**src/rtl/cpu_sequencer_pkg.sv**
```systemverilog
// Shared definitions for the 8-bit bus CPU sequencer: opcodes, control-bit
// positions, control-word constants and the T-state encoding.
package cpu_sequencer_pkg;

    localparam int CW_W = 15;
    typedef logic [CW_W-1:0] cw_t;

    localparam logic [3:0] OP_LDA = 4'd0;
    localparam logic [3:0] OP_ADD = 4'd1;
    localparam logic [3:0] OP_SUB = 4'd2;
    localparam logic [3:0] OP_STA = 4'd3;
    localparam logic [3:0] OP_JMP = 4'd4;
    localparam logic [3:0] OP_JC  = 4'd5;
    localparam logic [3:0] OP_JZ  = 4'd6;
    localparam logic [3:0] OP_OUT = 4'd14;
    localparam logic [3:0] OP_HLT = 4'd15;

    // Bit positions inside the control word, MSB first.
    localparam int CB_CP   = 14;
    localparam int CB_EP   = 13;
    localparam int CB_LP   = 12;
    localparam int CB_NLMA = 11;
    localparam int CB_NLMD = 10;
    localparam int CB_NCE  = 9;
    localparam int CB_NLR  = 8;
    localparam int CB_NLI  = 7;
    localparam int CB_NEI  = 6;
    localparam int CB_NLA  = 5;
    localparam int CB_EA   = 4;
    localparam int CB_SUB  = 3;
    localparam int CB_EU   = 2;
    localparam int CB_NLB  = 1;
    localparam int CB_NLO  = 0;

    localparam cw_t CW_IDLE    = 15'h0FE3;
    localparam cw_t CW_FETCH0  = 15'h27E3;
    localparam cw_t CW_FETCH1  = 15'h4FE3;
    localparam cw_t CW_FETCH2  = 15'h0D63;
    localparam cw_t CW_IR_MAR  = 15'h07A3;
    localparam cw_t CW_LDA_T4  = 15'h0DC3;
    localparam cw_t CW_RAM_B   = 15'h0DE1;
    localparam cw_t CW_ADD_T5  = 15'h0FC7;
    localparam cw_t CW_SUB_T5  = 15'h0FCF;
    localparam cw_t CW_STA_T4  = 15'h0BF3;
    localparam cw_t CW_STA_T5  = 15'h0EE3;
    localparam cw_t CW_JMP     = 15'h1FA3;
    localparam cw_t CW_OUT     = 15'h0FF2;

    // T0..T5 encode as their own index so the T-state output is a direct read.
    typedef enum logic [2:0] {
        ST_T0   = 3'd0,
        ST_T1   = 3'd1,
        ST_T2   = 3'd2,
        ST_T3   = 3'd3,
        ST_T4   = 3'd4,
        ST_T5   = 3'd5,
        ST_WAIT = 3'd6,
        ST_HALT = 3'd7
    } state_t;

    function automatic logic is_halt_op(input logic [3:0] op, input logic halt_on_undef);
        return (op == OP_HLT) || (halt_on_undef && (op >= 4'd7) && (op <= 4'd13));
    endfunction

    function automatic logic [2:0] tstate_of(input state_t s);
        case (s)
            ST_T0:   return 3'd0;
            ST_T1:   return 3'd1;
            ST_T2:   return 3'd2;
            ST_T3:   return 3'd3;
            ST_T4:   return 3'd4;
            ST_T5:   return 3'd5;
            default: return 3'd7;
        endcase
    endfunction

endpackage

```
**src/rtl/cpu_sequencer_microrom.sv**
```systemverilog
// Combinational microcode ROM: (T-state, opcode, flags) -> control word and
// a flag marking the last T-state of the current instruction.
module cpu_microrom
    import cpu_sequencer_pkg::*;
(
    input  state_t     state,
    input  logic [3:0] opcode,
    input  logic       cf,
    input  logic       zf,
    output cw_t        control_word,
    output logic       last
);

    // NOTE: every output gets a default before the case so no path can infer a latch.
    always_comb begin
        control_word = CW_IDLE;
        last         = 1'b0;
        case (state)
            ST_T0: control_word = CW_FETCH0;
            ST_T1: control_word = CW_FETCH1;
            ST_T2: control_word = CW_FETCH2;
            ST_T3: begin
                case (opcode)
                    OP_LDA, OP_ADD, OP_SUB, OP_STA: control_word = CW_IR_MAR;
                    OP_JMP: begin
                        control_word = CW_JMP;
                        last         = 1'b1;
                    end
                    OP_JC: begin
                        if (cf) control_word = CW_JMP;
                        last = 1'b1;
                    end
                    OP_JZ: begin
                        if (zf) control_word = CW_JMP;
                        last = 1'b1;
                    end
                    OP_OUT: begin
                        control_word = CW_OUT;
                        last         = 1'b1;
                    end
                    default: last = 1'b1;   // HLT and opcodes 7-13 spend T3 idle
                endcase
            end
            ST_T4: begin
                case (opcode)
                    OP_LDA: begin
                        control_word = CW_LDA_T4;
                        last         = 1'b1;
                    end
                    OP_ADD, OP_SUB: control_word = CW_RAM_B;
                    OP_STA:         control_word = CW_STA_T4;
                    default:        last = 1'b1;
                endcase
            end
            ST_T5: begin
                // T5 always terminates, even for opcodes that never reach it.
                last = 1'b1;
                case (opcode)
                    OP_ADD:  control_word = CW_ADD_T5;
                    OP_SUB:  control_word = CW_SUB_T5;
                    OP_STA:  control_word = CW_STA_T5;
                    default: control_word = CW_IDLE;
                endcase
            end
            default: ;
        endcase
    end

endmodule

```
**src/rtl/cpu_sequencer.sv**
```systemverilog
// T-state sequencer for the 8-bit bus CPU: run/single-step gating, early
// instruction termination and a sticky halt around the microcode ROM.
module cpu_sequencer
    import cpu_sequencer_pkg::*;
#(
    parameter bit HALT_ON_UNDEF = 1'b0
) (
    input  logic        clk,
    input  logic        rst,
    input  logic [3:0]  opcode,
    input  logic        cf,
    input  logic        zf,
    input  logic        run,
    input  logic        step,
    output logic [14:0] control_word,
    output logic [2:0]  tstate,
    output logic        instr_done,
    output logic        halted
);

    state_t state;
    state_t state_next;
    logic   step_q;
    logic   step_edge;
    cw_t    rom_word;
    logic   rom_last;

    assign step_edge = step & ~step_q;

    cpu_microrom u_microrom (
        .state        (state),
        .opcode       (opcode),
        .cf           (cf),
        .zf           (zf),
        .control_word (rom_word),
        .last         (rom_last)
    );

    // NOTE: state registers use non-blocking assignments so every flop samples pre-edge values.
    always_ff @(posedge clk) begin
        if (rst) begin
            state  <= ST_WAIT;
            step_q <= 1'b0;
        end else begin
            state  <= state_next;
            step_q <= step;
        end
    end

    always_comb begin
        state_next = state;
        case (state)
            ST_WAIT: if (run || step_edge) state_next = ST_T0;
            ST_T0:   state_next = ST_T1;
            ST_T1:   state_next = ST_T2;
            ST_T2:   state_next = ST_T3;
            ST_T3, ST_T4, ST_T5: begin
                if (rom_last) begin
                    if (is_halt_op(opcode, HALT_ON_UNDEF)) state_next = ST_HALT;
                    else                                   state_next = run ? ST_T0 : ST_WAIT;
                end else if (state == ST_T3) begin
                    state_next = ST_T4;
                end else begin
                    state_next = ST_T5;
                end
            end
            ST_HALT: state_next = ST_HALT;
            default: state_next = ST_WAIT;
        endcase
    end

    // Reset masks the outputs immediately so no partial word reaches the datapath.
    always_comb begin
        control_word = rom_word;
        tstate       = tstate_of(state);
        instr_done   = rom_last;
        halted       = (state == ST_HALT);
        if (rst) begin
            control_word = CW_IDLE;
            tstate       = 3'd7;
            instr_done   = 1'b0;
            halted       = 1'b0;
        end
    end

endmodule

```
**config.mk**
```make
export PLATFORM = sky130hd
export DESIGN_NAME = cpu_sequencer
export DESIGN_NICKNAME = d
export VERILOG_FILES = /design/src/rtl/cpu_sequencer_pkg.sv /design/src/rtl/cpu_sequencer_microrom.sv /design/src/rtl/cpu_sequencer.sv
export SDC_FILE = /design/constraint.sdc
export NUM_CORES = 1
export LEC_CHECK = 0
export BUFFER_PORTS_ARGS = -buffer_cell sky130_fd_sc_hd__buf_2
export CAP_MARGIN = 10
export CELL_PAD_IN_SITES_DETAIL_PLACEMENT = 1
export CELL_PAD_IN_SITES_GLOBAL_PLACEMENT = 2
export CORE_MARGIN = 2
export CORE_UTILIZATION = 23
export CTS_CLUSTER_DIAMETER = 60
export DETAILED_ROUTE_END_ITERATION = 8
export MAX_ROUTING_LAYER = met4
export PLACE_DENSITY = 0.82
export RECOVER_POWER = 100
export SYNTH_ARGS = -nofsm -noshare
export SYNTH_HDL_FRONTEND = slang
export SYNTH_HIERARCHICAL = 1
export SYNTH_SLANG_ARGS = --single-unit
```
**constraint.sdc**
```tcl
create_clock -name clk -period 1.9 [get_ports clk]
set_input_delay 0.38 -clock clk [delete_from_list [all_inputs] [get_ports clk]]
set_output_delay 0.38 -clock clk [all_outputs]
set_load 0.02 [all_outputs]
```
==> impl_metrics.ini <==
[status]
status = complete, but fails checks
violations = negative setup slack

[final_layout]
utilization_pct = 36.6
nets = 139
finalNonFillerCells = 158
area_growth_pct = 54.7
diodes = 0
drive_gt1_share_pct = 52.0

[synth]
syn_nets = 101
synth_top_family_by_area = simple AND/OR/NAND/NOR gates
synth-main-ff-cell = dfxtp_1
yosysWarnings = 6
syn_avg_cell_area_um2 = 6.98
synth_most_common_cell = or2_2
synth_edf_count = 0
synth_top_area_share_pct = 12.6
synthAdderAreaFrac_pct = 0
yosys.area_share.simple_pct = 54.5
muxShareOfSynthArea_pct = 0
syn_area_um2 = 636
async_flop_share_pct = 0
yosysTopAreaCell = dfxtp_1
ys_ff_latch = 4
synth_common_cells = or2_2 (12), nor2b_1 (8), inv_1 (5), nand2_1 (5), nor3_1 (5)
synth_area_leaders = dfxtp_1 (13%), or2_2 (12%), nor2b_1 (7.9%)
synthCells = 91
yosysSeqAreaShare_pct = 12.6
ys_types = 34
synthXorXnorAreaFrac_pct = 2.76
synth-compound-area-share_pct = 21.9

[placement]
hpwl_um = 1510
portBuffers = 29
dp_cells = 154
place.gp.congestion = 0.723
pre_cts_ws_ns = 0.00743

[sta]
setup_viol = 1
worstMarginPinSlew_ns = 0.381
slew_violations = 0
min_period_ns = 1.93
fin_crit_sh_pct = 102
setup_ws_ns = -0.0319
slew_headroom_pct = 74.6
setup_tns_ns = -0.0319
rsz0062_at_grt = yes
finalClockSkew_ns = 0.00774
hold_viol = 0
max_clock_freq_ghz = 0.518

[critical_path]
critPathLaunchType = flop
worstSetupEndpointType = output pin
critPathMaxFanout = 4
cp_slowest_cell = or4_4
cp.depth = 4
path_buf_inv = 1
required_ns = 1.52
max_stage_delay_ns = 0.47
worst-setup-path-type = reg2out
cp.arrival_ns = 1.55
cp_top_family = simple AND/OR/NAND/NOR gates
ff2ff_path_depth = 7
path_cells = nand2b_4 -> or4_4 -> or2_4 -> buf_6

[cts]
cts_buffers = 3
ctsLongestPathBuffers = 2
htree_levels = 1
hold_buffers = 0
numClockSinks = 4
cts_root_buffer = clkbuf_4
cts.clk_slew.worst_paths_ns = 0.04
cts_tree = built
clock_latency_ns = 0.24

[pwr]
p_leak_nw = 0.436
power_density_nw_per_um2 = 981
vdd_ir_drop_max_uv = 492

[detailed_routing]
postRouteAntennaNets = 0
drt_iter0_drc = 8
post_drt_wl_per_cell_um = 12.5
drt_pass1_iterations = 4
drc = 0
via_count = 769
via_per_inst = 4.87
wl_um = 1970

[job]
max_cap_viol_count = 0

[floorplanning]
coreArea_um2 = 2690
die_height_um = 56.6
initial_utilization_pct = 23.7
num_rows = 19
die_x_um = 56.6
io_pins = 30
die-area_um2 = 3200

[grt]
grt_max_degree = 23
grt_first_pass_wirelength_um = 3220
grt_pass1_vias = 706
grt-ovfl-total = 0
antenna_found_initial = 0
track_usage_pct = 12.9

[min_path]
whs_path_depth = 2
hold_path.class = in2reg
area by class of cell:
class,count,area [µm²]
timing repair buffer,39,268
fill,346,1700
tap,31,38.8
sequential,4,88.8
inverter,5,18.8
multi-input combinational,76,547
clock buffer,3,22.5
metal layers:
| layer | GRT usage, % | vias to the layer above | routed length [µm] | part of all wire [%] |
|---|---|---|---|---|
| li1 | - | 393 | - | - |
| met1 | 16.3 | 359 | 892 | 45 |
| met2 | 20.4 | 13 | 985 | 50 |
| met3 | 2.30 | 4 | 66 | 3.4 |
| met4 | 5.10 | 0 | 23 | 1.2 |
| met5 | - | - | 0 | 0 |
flip-flops by register name, summed over array words and instances, names as in the netlist:
| register | count |
|---|---|
| step_q | 1 |
| state | 3 |
metrics by stage:
| stage | total power, mW | cell area [µm²] | hold WS (ns) |
|---|---|---|---|
| final | 0.965 | 983 | 0.395 |
| after global routing | 1.05 | 983 | 0.422 |
| after CTS | 0.945 | 926 | 0.390 |
| after detailed placement | 0.784 | 853 | 0.641 |
| after global placement | 0.764 | 853 | 0.616 |
| after floorplan | 0.582 | 636 | 0.452 |
cells by family after synthesis:
logic type / Yosys count
DFF: 4
and+or+nand+nor: 55
xor gates and xnor gates: 2
buffers and inverters: 11
AOI/OAI and AO/OA: 19
report_power, final:
group | internal, mW | switching [mW] | total (mW)
clock network | 0.0708 | 0.0364 | 0.107
registers | 0.130 | 0.0458 | 0.176
logic | 0.327 | 0.356 | 0.682
cell usage in the layout (no fill, tap or decap), types with 2 or more instances in the layout:
cell type / instances
o21bai_1: 2
o21a_1: 2
nand2b_1: 4
buf_4: 14
nand4_1: 2
buf_2: 19
a311oi_1: 2
nor3_1: 5
nor2_1: 3
or2_4: 4
a21o_1: 2
nor2b_1: 6
dfxtp_4: 2
nand2_1: 5
buf_6: 6
inv_1: 5
clkbuf_4: 3
o2bb2ai_1: 2
o221ai_1: 2
a21oi_1: 2
or2_2: 8
nand3_1: 2
and3_1: 3
nand3b_1: 2
o21ai_0: 2
worst paths after layout:
check,from,to,slack (ns)
setup / recovery,state[2],control_word[0],-0.03
hold reg to reg,state[2],state[0],0.66
setup reg to reg,state[1],state[0],0.31
hold / removal,step,step_q,0.40
what timing repair did:
item                                    4_1_cts  5_1_grt
gates cloned                                  0        0
pin swaps                                     2        3
buffers inserted                              1        0
endpoints found under the setup margin       11       12
gates resized for setup                      17       19
Power figures use the tool's default switching activity.
